**src/rtl/psum_drain_unit.sv**
```systemverilog
`default_nettype none
// ============================================================================
// Module   : psum_drain_unit
// Purpose  : Column-output collector for the weight-stationary systolic array.
//            It captures TILE_LEN partial sums from the last PE of a column.
//            Each result is rounded, arithmetically shifted and saturated back
//            to DATA_WIDTH, staged, buffered in a FIFO, and then presented on a
//            valid/ready stream with a tile-last marker and a completion pulse.
// Revision : 1.0 - initial release
// ----------------------------------------------------------------------------
// Ports
//   clk        : clock, rising edge
//   rst        : synchronous active-high reset
//   start      : begin a tile (honoured only in IDLE)
//   shift_amt  : requant right shift, latched on an accepted start
//   psum_in    : signed partial sum, ACC_WIDTH bits
//   psum_valid : psum_in carries a finished result this cycle
//   out_data   : requantized result, DATA_WIDTH bits
//   out_last   : marks the TILE_LEN-th result of the tile
//   out_valid  : out_data/out_last are valid
//   out_ready  : consumer accepts the word
//   busy       : state is not IDLE
//   tile_done  : one-cycle pulse once the tile has fully drained
//   overflow   : sticky, a result was dropped because the FIFO was full
//   fill_level : current FIFO occupancy
// Build option
//   PSUM_DRAIN_RELU_EN : when defined, negative requant results become 0
// ============================================================================
module psum_drain_unit #(
    parameter int DATA_WIDTH = 8,
    parameter int ACC_WIDTH  = 16,
    parameter int FIFO_DEPTH = 8,
    parameter int TILE_LEN   = 16
) (
    input  logic                          clk,
    input  logic                          rst,
    input  logic                          start,
    input  logic [3:0]                    shift_amt,
    input  logic [ACC_WIDTH-1:0]          psum_in,
    input  logic                          psum_valid,
    output logic [DATA_WIDTH-1:0]         out_data,
    output logic                          out_last,
    output logic                          out_valid,
    input  logic                          out_ready,
    output logic                          busy,
    output logic                          tile_done,
    output logic                          overflow,
    output logic [$clog2(FIFO_DEPTH):0]   fill_level
);

    localparam int c_PTR_W = $clog2(FIFO_DEPTH);
    localparam int c_CNT_W = $clog2(TILE_LEN + 1);
    localparam int c_EXT_W = ACC_WIDTH + 1;
    localparam logic [c_CNT_W-1:0]        c_LAST_IDX = c_CNT_W'(TILE_LEN - 1);
    localparam logic [c_PTR_W:0]          c_FULL_LVL = (c_PTR_W + 1)'(FIFO_DEPTH);
    localparam logic signed [c_EXT_W-1:0] c_SAT_MAX  = c_EXT_W'((1 << (DATA_WIDTH - 1)) - 1);
    localparam logic signed [c_EXT_W-1:0] c_SAT_MIN  = ~c_SAT_MAX;

    typedef enum logic [1:0] {
        S_IDLE    = 2'd0,
        S_COLLECT = 2'd1,
        S_FLUSH   = 2'd2
    } state_t;

    state_t                      r_state;
    state_t                      w_state_nxt;
    logic [c_CNT_W-1:0]          r_cnt;
    logic [3:0]                  r_shift;
    logic                        r_overflow;
    logic                        r_stg_valid;
    logic                        r_stg_last;
    logic [DATA_WIDTH-1:0]       r_stg_data;
    logic [DATA_WIDTH:0]         r_mem [FIFO_DEPTH];
    logic [c_PTR_W-1:0]          r_wr_ptr;
    logic [c_PTR_W-1:0]          r_rd_ptr;
    logic [c_PTR_W:0]            r_count;

    logic                        w_start_acc;
    logic                        w_cap;
    logic                        w_full;
    logic                        w_rd;
    logic                        w_wr;
    logic                        w_drop;
    logic [DATA_WIDTH:0]         w_rd_word;
    logic signed [c_EXT_W-1:0]   w_ext;
    logic signed [c_EXT_W-1:0]   w_rnd;
    logic signed [c_EXT_W-1:0]   w_sum;
    logic signed [c_EXT_W-1:0]   w_shf;
    logic [DATA_WIDTH-1:0]       w_q;

    assign w_start_acc = (r_state == S_IDLE) && start;
    assign w_cap       = (r_state == S_COLLECT) && psum_valid;
    assign w_full      = (r_count == c_FULL_LVL);
    assign w_rd        = out_valid && out_ready;
    // A full FIFO still takes the staged word when a read frees a slot on the same edge.
    assign w_wr        = r_stg_valid && (!w_full || w_rd);
    assign w_drop      = r_stg_valid && w_full && !w_rd;

    // Requantization: round half-up, arithmetic shift, saturate.
    always_comb begin
        w_ext = {psum_in[ACC_WIDTH-1], psum_in};
        w_rnd = '0;
        if (r_shift != 4'd0) begin
            w_rnd = c_EXT_W'(1) << (r_shift - 4'd1);
        end
        w_sum = w_ext + w_rnd;
        // Shifting out every magnitude bit leaves only the sign; rounding is skipped.
        if (int'(r_shift) >= ACC_WIDTH) begin
            w_shf = w_ext[c_EXT_W-1] ? '1 : '0;
        end else begin
            w_shf = w_sum >>> r_shift;
        end
        if (w_shf > c_SAT_MAX) begin
            w_q = c_SAT_MAX[DATA_WIDTH-1:0];
        end else if (w_shf < c_SAT_MIN) begin
            w_q = c_SAT_MIN[DATA_WIDTH-1:0];
        end else begin
            w_q = w_shf[DATA_WIDTH-1:0];
        end
`ifdef PSUM_DRAIN_RELU_EN
        if (w_q[DATA_WIDTH-1]) begin
            w_q = '0;
        end
`else
`endif
    end

    // Next-state logic; tile_done is the FLUSH -> IDLE transition itself.
    always_comb begin
        w_state_nxt = r_state;
        tile_done   = 1'b0;
        case (r_state)
            S_IDLE: begin
                if (start) begin
                    w_state_nxt = S_COLLECT;
                end
            end
            S_COLLECT: begin
                if (psum_valid && (r_cnt == c_LAST_IDX)) begin
                    w_state_nxt = S_FLUSH;
                end
            end
            S_FLUSH: begin
                if ((r_count == '0) && !r_stg_valid) begin
                    w_state_nxt = S_IDLE;
                    tile_done   = 1'b1;
                end
            end
            default: begin
                w_state_nxt = S_IDLE;
            end
        endcase
    end

    always_ff @(posedge clk) begin
        if (rst) begin
            r_state <= S_IDLE;
        end else begin
            r_state <= w_state_nxt;
        end
    end

    always_ff @(posedge clk) begin
        if (rst) begin
            r_cnt       <= '0;
            r_shift     <= 4'd0;
            r_overflow  <= 1'b0;
            r_stg_valid <= 1'b0;
            r_stg_last  <= 1'b0;
            r_stg_data  <= '0;
            r_wr_ptr    <= '0;
            r_rd_ptr    <= '0;
            r_count     <= '0;
        end else begin
            if (w_start_acc) begin
                r_cnt   <= '0;
                r_shift <= shift_amt;
            end else if (w_cap) begin
                r_cnt <= r_cnt + c_CNT_W'(1);
            end

            if (w_start_acc) begin
                r_overflow <= 1'b0;
            end else if (w_drop) begin
                r_overflow <= 1'b1;
            end

            r_stg_valid <= w_cap;
            if (w_cap) begin
                r_stg_data <= w_q;
                r_stg_last <= (r_cnt == c_LAST_IDX);
            end

            if (w_wr) begin
                r_wr_ptr <= r_wr_ptr + c_PTR_W'(1);
            end
            if (w_rd) begin
                r_rd_ptr <= r_rd_ptr + c_PTR_W'(1);
            end
            if (w_wr && !w_rd) begin
                r_count <= r_count + (c_PTR_W + 1)'(1);
            end else if (w_rd && !w_wr) begin
                r_count <= r_count - (c_PTR_W + 1)'(1);
            end
        end
    end

    // Storage array carries no reset; the pointers and count define its contents.
    always_ff @(posedge clk) begin
        if (w_wr) begin
            r_mem[r_wr_ptr] <= {r_stg_last, r_stg_data};
        end
    end

    assign w_rd_word  = r_mem[r_rd_ptr];
    assign out_valid  = (r_count != '0);
    assign out_data   = out_valid ? w_rd_word[DATA_WIDTH-1:0] : '0;
    assign out_last   = out_valid && w_rd_word[DATA_WIDTH];
    assign busy       = (r_state != S_IDLE);
    assign overflow   = r_overflow;
    assign fill_level = r_count;

endmodule
`default_nettype wire

```
**config.mk**
```make
export PLATFORM = sky130hd
export DESIGN_NAME = psum_drain_unit
export DESIGN_NICKNAME = d
export VERILOG_FILES = /design/src/rtl/psum_drain_unit.sv
export SDC_FILE = /design/constraint.sdc
export NUM_CORES = 1
export LEC_CHECK = 0
export ABC_AREA = 1
export BUFFER_PORTS_ARGS = -buffer_cell sky130_fd_sc_hd__buf_2
export CORE_UTILIZATION = 45
export CTS_CLUSTER_DIAMETER = 80
export CTS_CLUSTER_SIZE = 10
export DETAILED_ROUTE_END_ITERATION = 12
export HOLD_SLACK_MARGIN = 0.06
export PLACE_DENSITY = 0.69
export SYNTH_ARGS = -nofsm -noshare
export SYNTH_HDL_FRONTEND = slang
export SYNTH_SLANG_ARGS = --single-unit
```
**constraint.sdc**
```tcl
create_clock -name clk -period 4.35 [get_ports clk]
set_input_delay 0.2175 -clock clk [delete_from_list [all_inputs] [get_ports clk]]
set_output_delay 0.2175 -clock clk [all_outputs]
set_load 0.005 [all_outputs]
```
==> results.md, run 1 <==
- Critical path endpoint category: flop
- FMAX: 301 MHz
- H-tree Lvls: 3
- GP Congestion: 0.912
- WS Path Type: reg2reg
- Routed Antenna Nets: 0
- TritonRoute pass-1 iters: 5
- First-pass GRT wire length: 24,800 um
- Initial antenna violation count: 0
- Root Buffer: clkbuf_16
- Setup bufs post-CTS: 0
- Vias in the first global route: 5,228
- Critical-path maximum fanout: 24
- Max-slew violations: 0
- Hold-fix buffers at CTS: 0
- Final #Nets: 921
- Count leader, synth: nand2_1
- Leak pwr: 3.05 nW
- Final Setup Violations: 0
- Routed WL: 14,800 um
- Critical path arrival: 3550 ps
- Syn-to-layout area delta: 9.82%
- Top Ports: 42
- Least-Margin Pin Slew: 1060 ps
- CTS tree: yes
- Post-Syn Area: 6350 um2
- Die area: 14,600 um2
- Post-Place Worst Slack: 1040 ps
- VDD IR max: 209 uV
- CP startpoint kind: flop
- Worst slew margin: 29.3%
- Std-Cell Rows: 43
- Ys flop type: edfxtp_1
- Synth top area share: 34.1%
- CTS Buf Count: 9
- Post-synth top area cell: edfxtp_1
- Slowest CP cell: dfxtp_1
- Asr flop ratio synth: 0%
- Final Hold Fails: 0
- Worst skew pair latency: 340 ps
- FF+latch count, synth: 107
- Largest net degree at the start of global routing: 38
- Total power: 2.91 mW
- Die W: 121 um
- Dpl hpwl: 10,900 um
- Starting Density: 45.9%
- CTS sink cnt: 107
- Hold Path Class: in2reg
- PwrDens: 417 nW/um2
- Via Count: 5,551
- DIE HEIGHT: 121 um
- Gr usage total: 21.4%
- Top post-synthesis cells by count: nand2_1 (180), nor2_1 (130), nand3_1 (100)
- Period Utilization, post-route: 76.3%
- Post-synthesis cell count: 843
- Clock Path Buffers: 2
- Synth top area cells: edfxtp_1 (34%), dfxtp_1 (11%), nand2_1 (11%), nand3_1 (7.9%), nor2_1 (7.7%)
- Max_cap viols: 0
- GRT overflow: 0
- Drc violations: 0
- Ys Warns: 0
- EDFF count, synth: 72
- N_diodes: 0
- WL/cell: 14.0 um
- Core area: 13,800 um2
- Syn_nets: 893
- Initial DRC Count: 401
- Vias per cell: 5.26
- Setup TNS: 0 ps
- Share of cells above drive strength 1: 8.68%
- Seq/Total Area, Yosys: 45.1%
- Layout Skew: 14.3 ps
- Final worst setup slack: 1030 ps
- Post-route minimum period: 3320 ps
- RSZ-0062 raised after global routing: false
- Most common cell on crit path: nand2_1
- Netlist cell types: 32
- Crit-path max cell delay: 310 ps
- Crit path required time: 4580 ps
- Clock-pin transition on the worst setup and hold timing paths: 60 ps
- # resized after CTS: 0
- Status: complete, no violations
- Port buffer count: 41
- Avg Cell Area, Syn: 7.53 um2
## sequential cells by signal, indices dropped and copies added (netlist names), named ones only
name         count
r_rd_ptr         3
r_state          2
r_stg_last       1
r_stg_data       8
r_mem           72
r_shift          4
r_stg_valid      1
overflow         1
r_cnt            5
r_wr_ptr         3
fill_level       4
## worst max-delay path, delay by kind of cell, from the launching register on
kind            cells  cell delay (ps)
fa+ha+maj           1              300
flops               1              310
buf+inv             4              650
compound gates      1              240
simple gates       19             1710
## report_power, final
group          total [mW]  switching [mW]  internal (mW)
sequential           1.18          0.0456           1.13
clock               0.724           0.324          0.400
combinational        1.01           0.645          0.360
## final timing paths
| check | from | endpoint | slack [ps] | depth (start not counted) |
|---|---|---|---|---|
| setup / recovery | r_shift[3] | r_stg_data[5] | 1030 | 25 |
| hold / removal | psum_valid | r_state[0] | 180 | 4 |
| setup reg to reg | r_shift[3] | r_stg_data[5] | 1030 | 25 |
| hold reg to reg | overflow | overflow | 470 | 2 |
## cell families after synthesis
| family | after synthesis | share of synthesized area [%] |
|---|---|---|
| AOI/OAI and AO/OA | 148 | 12.2 |
| DFF | 107 | 45.1 |
| xor gates and xnor gates | 9 | 1.24 |
| buffers and inverters | 115 | 7.10 |
| adders and majority gates | 25 | 5.17 |
| and+or+nand+nor | 438 | 29.1 |
| other | 1 | 0.0591 |
## through the flow
step	cell area (um2)	utilization [%]	hold slack, ps	cells
after floorplan	6350	-	402	843
after global routing	6970	50.4	198	1056
final	6970	50.4	178	1056
after global placement	6700	48.5	453	1040
after CTS	6970	50.4	170	1056
after detailed placement	6700	48.5	456	1040
## final cells by class
cell class	count	area (um2)
timing repair buffer	50	273
sequential	107	2860
tap	180	225
clock inverter	4	21.3
clock buffer	12	246
inverter	82	308
fill	1372	6860
multi-input combinational	621	3030
## placed cells by master, fill, tap and decap left out, drive strengths merged
cell type	count
o22ai	9
xnor2	4
fa	2
a21oi	41
or2	1
nand3	103
clkinv	3
buf	50
a31oi	9
inv	83
a21o	1
edfxtp	72
nand4	6
conb	1
o211ai	4
ha	23
dfxtp	35
clkbuf	12
and2	5
nand2	187
xor2	5
nor3	3
nor2	133
o21ai	84
## layer usage
layer / vias up / global-route usage, % / part of all wire [%]
met5: - / 0 / 0
met3: 11 / 3.49 / 4.4
met1: 2527 / 27.2 / 46
met2: 135 / 37.8 / 48
li1: 2878 / - / -
met4: 0 / 5.48 / 0.89
No activity file was read; power rests on OpenSTA's default activity.
==> run 2, diff against run 1 <==
--- a/config.mk
+++ b/config.mk
@@ -5,14 +5,14 @@
 export SDC_FILE = /design/constraint.sdc
 export NUM_CORES = 1
 export LEC_CHECK = 0
-export ABC_AREA = 1
+export ABC_AREA = 0
 export BUFFER_PORTS_ARGS = -buffer_cell sky130_fd_sc_hd__buf_2
 export CORE_UTILIZATION = 45
 export CTS_CLUSTER_DIAMETER = 80
 export CTS_CLUSTER_SIZE = 10
 export DETAILED_ROUTE_END_ITERATION = 12
 export HOLD_SLACK_MARGIN = 0.06
-export PLACE_DENSITY = 0.69
+export PLACE_DENSITY = 0.72
 export SYNTH_ARGS = -nofsm -noshare
 export SYNTH_HDL_FRONTEND = slang
 export SYNTH_SLANG_ARGS = --single-unit
==> constraint.sdc (replaced) <==
create_clock -name clk -period 2.8 [get_ports clk]
set_input_delay 0.14 -clock clk [delete_from_list [all_inputs] [get_ports clk]]
set_output_delay 0.14 -clock clk [all_outputs]
set_load 0.005 [all_outputs]
==> run 2 against run 1 <==
- the flow now finishes with violations (negative setup slack)
- clock-buffer cell count stayed put
- register-to-register slack lost 2000 ps
- global-route usage rose by 0.86 points
- worst hold slack got worse by 110 ps
- worst setup slack lost 2000 ps
- via count shrank 12%
- sequential share of layout area shrank 6.7 points
- combinational power up 50%
- non-clock buffer count increased by 108
- power increased by 63%
- first-iteration DRC count decreased by 29%
- clock skew fell by 2.7 ps
- critical endpoint is now r_stg_data[2]
- largest cell class unchanged
- highest routed layer unchanged
==> results.md, run 2 <==
- Status: finished with violations
- Failing checks: negative setup slack
- Final Hold Fails: 0
- Final worst setup slack: -933 ps
- TritonRoute pass-1 iters: 5
- Share of synthesized area spent on multiplexers: 13.7%
- Ys flop type: edfxtp_1
- Final core occ: 60.6%
- Multi-input gate area: 3760 um2
- Share of cells above drive strength 1: 44.1%
- Flip-flop and latch area: 2880 um2
- Post-Syn Area: 6350 um2
- Top Ports: 42
- Synth top area share: 34.0%
- Gr usage total: 22.3%
- Critical-path maximum fanout: 5
- RSZ-0062 raised after global routing: true
- CTS Buf Count: 9
- Crit path buffers/inverters: 1
- Max-slew violations: 0
- Max_cap viols: 0
- Cell family with the largest share of critical-path delay: simple AND/OR/NAND/NOR gates
- Asr flop ratio synth: 0%
- GP Congestion: 0.900
- Hold Path Class: in2reg
- Initial antenna violation count: 0
- Netlist cell types: 73
- Ys Warns: 0
- Vias in the first global route: 5,002
- CP startpoint kind: flop
- FMAX: 268 MHz
- Largest registers: r_mem x72, r_stg_data x8, r_cnt x5
- Syn-to-layout area delta: 31.8%
- Clock-pin transition on the worst setup and hold timing paths: 70 ps
- Die area: 14,600 um2
- Routed Antenna Nets: 0
- Root Buffer: clkbuf_16
- Port buffer count: 41
- Critical path arrival: 3940 ps
- XOR/XNOR Fraction of Synth Area: 3.05%
- Vias per cell: 5.63
- Synth Area in Compound Gates: 14.4%
- CTS sink cnt: 107
- Top post-synthesis cells by count: nor2_1 (73), edfxtp_1 (72), dfxtp_1 (35)
- Clock Path Buffers: 2
- Final #Nets: 735
- Final Setup Violations: 8
- Most common cell after layout, fill and taps aside: buf_4
- Period Utilization, post-route: 133%
- Post-route minimum period: 3730 ps
- Total power: 4.73 mW
- PwrDens: 565 nW/um2
- Starting Density: 46.0%
- Commonest non-fill, non-tap cells in the layout: buf_4 (108), edfxtp_1 (72), nor2_1 (64)
- Post-synthesis cell count: 546
- Routed WL: 15,900 um
- Largest net degree at the start of global routing: 29
- Crit-path max cell delay: 530 ps
- CTS tree: yes
- Post-Place Worst Slack: -1080 ps
- Std-Cell Rows: 43
- H-tree Lvls: 3
- Largest family of logic cells by synthesized area: compound AO/OA/AOI/OAI gates
- GRT overflow: 0
- First-pass GRT wire length: 25,300 um
- Synth Area in Simple Gates: 13.7%
- WL/cell: 18.3 um
- Dpl hpwl: 11,300 um
- Layout Skew: 11.6 ps
- Critical path endpoint category: flop
- Leak pwr: 3.16 nW
- Synth top area cells: edfxtp_1 (34%), dfxtp_1 (11%), mux4_2 (7.1%), ha_1 (4.5%), nor2_1 (4.3%)
- Avg Cell Area, Syn: 11.6 um2
- Initial DRC Count: 286
- Seq/Total Area, Yosys: 45.1%
- Core area: 13,800 um2
- WS Path Type: reg2reg
- Register name with the most flops: r_mem
- Post-synth top area cell: edfxtp_1
- Fillers: 1,069
- DIE HEIGHT: 121 um
- Post-Synth Adder-Cell Area: 5.16%
- Max FFs per register: 72
- EDFF count, synth: 72
- Least-Margin Pin Slew: 653 ps
- Critical-path cell list: or2b_2, nor2_4, ha_4, a21oi_2, o211ai_4, and4_4, or3_4, and2_1, mux4_2, buf_4, mux4_1, o21ai_2, a211oi_2
- Slowest CP cell: mux4_2
- Drc violations: 0
- Crit path required time: 3010 ps
- VDD IR max: 359 uV
- Via Count: 4,902
- Worst skew pair latency: 350 ps
- FF+latch count, synth: 107
- Die W: 121 um
- N_diodes: 0
- Worst slew margin: 56.4%
- Syn_nets: 596
- Count leader, synth: nor2_1
==> run 2: stage by stage <==
| stage | area, um2 | cells | hold slack, ps | setup TNS (ps) |
|---|---|---|---|---|
| finish | 8380 | 870 | 66.9 | -6620 |
| floorplan | 6470 | 546 | 279 | -4920 |
| CTS | 8090 | 864 | 62.5 | -5860 |
| global route | 8380 | 870 | 87.4 | -7420 |
| global placement | 7360 | 835 | 393 | -7460 |
| detailed placement | 7360 | 835 | 399 | -7880 |
==> run 2: report_power, final <==
group          internal (mW)  total, mW  switching [mW]
clock network          0.815       1.38           0.563
registers               1.75       1.84          0.0892
logic                  0.759       1.51           0.754
total                   3.32       4.73            1.41
==> run 2: worst paths after layout <==
| kind | start | to | slack, ps | cells past startpoint |
|---|---|---|---|---|
| hold reg to reg | overflow | overflow | 470 | 2 |
| setup reg to reg | r_shift[2] | r_stg_data[2] | -930 | 13 |
| hold / removal | shift_amt[0] | r_shift[0] | 70 | 3 |
| setup / recovery | r_shift[2] | r_stg_data[2] | -930 | 13 |
==> run 2: repair_timing <==
action	in CTS	in global routing
hold buffers	1	0
endpoints found under the hold margin	1	0
endpoints found under the setup margin	8	9
pin swaps	18	17
gates resized for setup	61	43
setup buffers	12	6
==> run 2: final cells by class <==
type | count | area share [%]
clock inverter | 4 | 0.702
sequential | 107 | 34.3
multi-input combinational | 400 | 44.9
timing repair buffer | 158 | 13.6
tap | 180 | 2.69
clock buffer | 12 | 3.33
inverter | 9 | 0.508
==> run 2: cell families after synthesis <==
kind of cell             Yosys count
flip-flops                       107
buffers and inverters             39
other                              1
XOR/XNOR                          20
multiplexers                      51
adder cells (fa/ha/maj)           25
AND/OR/NAND/NOR                  180
AO/OA/AOI/OAI                    123
==> run 2: layer usage <==
metal,share of wire (%),GRT usage [%],vias up
li1,-,-,2369
met1,41,25.8,2388
met2,54,41.6,117
met3,2.7,2.97,28
met4,2.3,7.87,0
met5,0,0,-
==> run 2: worst min-delay path: stages <==
cell and delay, ps:
buf_2 90, a21oi_1 50, nor2_1 90
==> run 3, diff against run 2 <==
--- a/config.mk
+++ b/config.mk
@@ -12,7 +12,7 @@
 export CTS_CLUSTER_SIZE = 10
 export DETAILED_ROUTE_END_ITERATION = 12
 export HOLD_SLACK_MARGIN = 0.06
-export PLACE_DENSITY = 0.72
+export PLACE_DENSITY = 0.69
 export SYNTH_ARGS = -nofsm -noshare
 export SYNTH_HDL_FRONTEND = slang
 export SYNTH_SLANG_ARGS = --single-unit
==> constraint.sdc (replaced) <==
create_clock -name clk -period 3.5 [get_ports clk]
set_input_delay 0.175 -clock clk [delete_from_list [all_inputs] [get_ports clk]]
set_output_delay 0.175 -clock clk [all_outputs]
set_load 0.005 [all_outputs]
==> run 3 against run 2 <==
- the run still ends with negative setup slack left
- worst setup slack improved by 780 ps
- clock power fell by 29%
- power fell by 25%
- first-iteration DRC count rose by 15%
- critical path type unchanged
- critical endpoint is now r_stg_data[0]
- largest power group unchanged
==> results.md, run 3 (same netlist as run 2, synthesis figures left out) <==
- Final Setup Violations: 7
- HP Start: shift_amt[3]
- CTS sink cnt: 107
- Clock-pin transition on the worst setup and hold timing paths: 70 ps
- Initial antenna violation count: 0
- R2R depth: 19
- Vias per cell: 5.65
- Final core occ: 57.5%
- Top Ports: 42
- Slowest CP cell: a2111oi_4
- CP startpoint kind: flop
- Largest net degree at the start of global routing: 29
- WL/cell: 17.5 um
- First-pass GRT wire length: 24,100 um
- FF-to-FF setup slack: -160 ps
- CTS Buf Count: 9
- GP Congestion: 0.920
- Syn-to-layout area delta: 25.0%
- Min-Delay Path Depth: 3
- Most common cell on crit path: buf_6
- Worst skew pair latency: 350 ps
- Sw Share: 29.9%
- Worst slew margin: 30.0%
- Worst reg2reg endpoint: r_stg_data[0]
- Least-Margin Pin Slew: 1050 ps
- Final #Nets: 713
- Gr usage total: 21.4%
- Register name with the most flops: r_mem
- Crit path buffers/inverters: 6
- Post-Place Worst Slack: -279 ps
- Via Count: 4,790
- Worst Hold Path EP: r_shift[3]
- Critical path endpoint category: flop
- Setup TNS: -937 ps
- RR Startpoint: r_shift[0]
- RSZ-0062 raised after global routing: true
- PwrDens: 449 nW/um2
- Root Buffer: clkbuf_16
- Finished Layout Cells: 848
- Die area: 14,600 um2
- Initial DRC Count: 330
- Internal Power: 2.50 mW
- Share of cells above drive strength 1: 39.5%
- Drc violations: 0
- Std-Cell Rows: 43
- Leak pwr: 3.04 nW
- Crit-path max cell delay: 380 ps
- CTS tree: yes
- Core area: 13,800 um2
- Routed WL: 14,800 um
- H-tree Lvls: 3
- DIE HEIGHT: 121 um
- Clock Path Buffers: 2
- Die W: 121 um
- Dpl cells: 820
- Routed Antenna Nets: 0
- Period Utilization, post-route: 104%
- Cell family with the largest share of critical-path delay: compound AO/OA/AOI/OAI gates
- Dpl hpwl: 11,000 um
- Critical path arrival: 3920 ps
- Post-route minimum period: 3660 ps
- Final Hold Fails: 0
- Clock power frac: 27.5%
- N_diodes: 0
- Crit path required time: 3760 ps
- FMAX: 273 MHz
- Largest registers: r_mem x72, r_stg_data x8, r_cnt x5
- TritonRoute pass-1 iters: 5
- Switching Power: 1.07 mW
- Critical-path cell list: buf_6, nand2_4, buf_6, nor2_1, ha_1, buf_6, o211ai_1, o211ai_2, buf_6, a21oi_4, buf_4, nand3b_1, a41oi_2, nor4_2, nand4_1, a2111oi_4, buf_4, o21ai_1, a211oi_2
- Max FFs per register: 72
- Vias in the first global route: 4,781
- VDD IR max: 244 uV
- Comb pwr share: 30.6%
- Status: finished with violations
- Critical-path maximum fanout: 8
- Final worst setup slack: -157 ps
- Most common cell after layout, fill and taps aside: buf_4
- Failing checks: negative setup slack
- Hold Path Class: in2reg
- Max_cap viols: 0
- Total power: 3.57 mW
- Port buffer count: 41
- Starting Density: 46.0%
- Sequential share of power: 41.9%
- Commonest non-fill, non-tap cells in the layout: buf_4 (86), edfxtp_1 (72), nor2_1 (67)
- GRT overflow: 0
- WS Path Type: reg2reg
- Max-slew violations: 0
- Layout Skew: 10.3 ps
run 3: worst max-delay path by stage:
stage,start,end,cells after the start
after floorplan,r_shift[1],r_stg_data[0],16
after CTS,r_shift[3],r_stg_data[6],17
after global placement,r_shift[3],r_stg_data[5],15
final,r_shift[0],r_stg_data[0],19
after detailed placement,r_shift[0],r_stg_data[0],15
after global routing,r_shift[1],r_stg_data[0],18
run 3: per-layer routing:
metal	GRT usage [%]	wire (um)	vias up
li1	-	-	2319
met1	25.4	6140	2323
met2	38.0	7880	119
met3	3.30	453	29
met4	9.72	349	0
met5	0	0	-
run 3: area by class of cell:
class / count / area, um2
inverters: 9 / 41.3
flip-flops and latches: 107 / 2880
clock buffers: 10 / 239
clock inverters: 6 / 53.8
well taps: 180 / 225
repair buffers: 136 / 958
fillers: 1128 / 5880
multi-input cells: 400 / 3550
run 3: what timing repair did:
action	4_1_cts	5_1_grt
cloned	0	0
buffers inserted	6	4
endpoints found under the setup margin	7	7
hold buffers	2	0
pin swaps	21	27
gates resized for setup	34	34
endpoints found under the hold margin	2	0
run 3: worst reg2reg max path: stages, from the launching register on:
cell,delay (ps)
dfxtp_4,370
buf_6,120
nand2_4,60
buf_6,90
nor2_1,40
ha_1,340
buf_6,120
o211ai_1,160
o211ai_2,280
buf_6,150
a21oi_4,50
buf_4,140
nand3b_1,110
a41oi_2,140
nor4_2,320
nand4_1,210
a2111oi_4,380
buf_4,200
o21ai_1,80
a211oi_2,210
run 3: power by group through the flow:
stage | logic [mW] | clock network [mW] | registers, mW
after floorplan | 0.747 | 0 | 1.47
after global routing | 1.20 | 1.04 | 1.51
final | 1.09 | 0.981 | 1.50
after global placement | 1.01 | 0 | 1.52
after CTS | 1.07 | 0.998 | 1.50
after detailed placement | 1.04 | 0 | 1.53
run 3: stage by stage:
step / instance area [um2] / hold WS, ps
6_report: 7940 / 81.2
5_1_grt: 7940 / 94.9
4_1_cts: 7750 / 72.9
3_5_place_dp: 7250 / 411
3_3_place_gp: 7250 / 418
2_1_floorplan: 6470 / 314
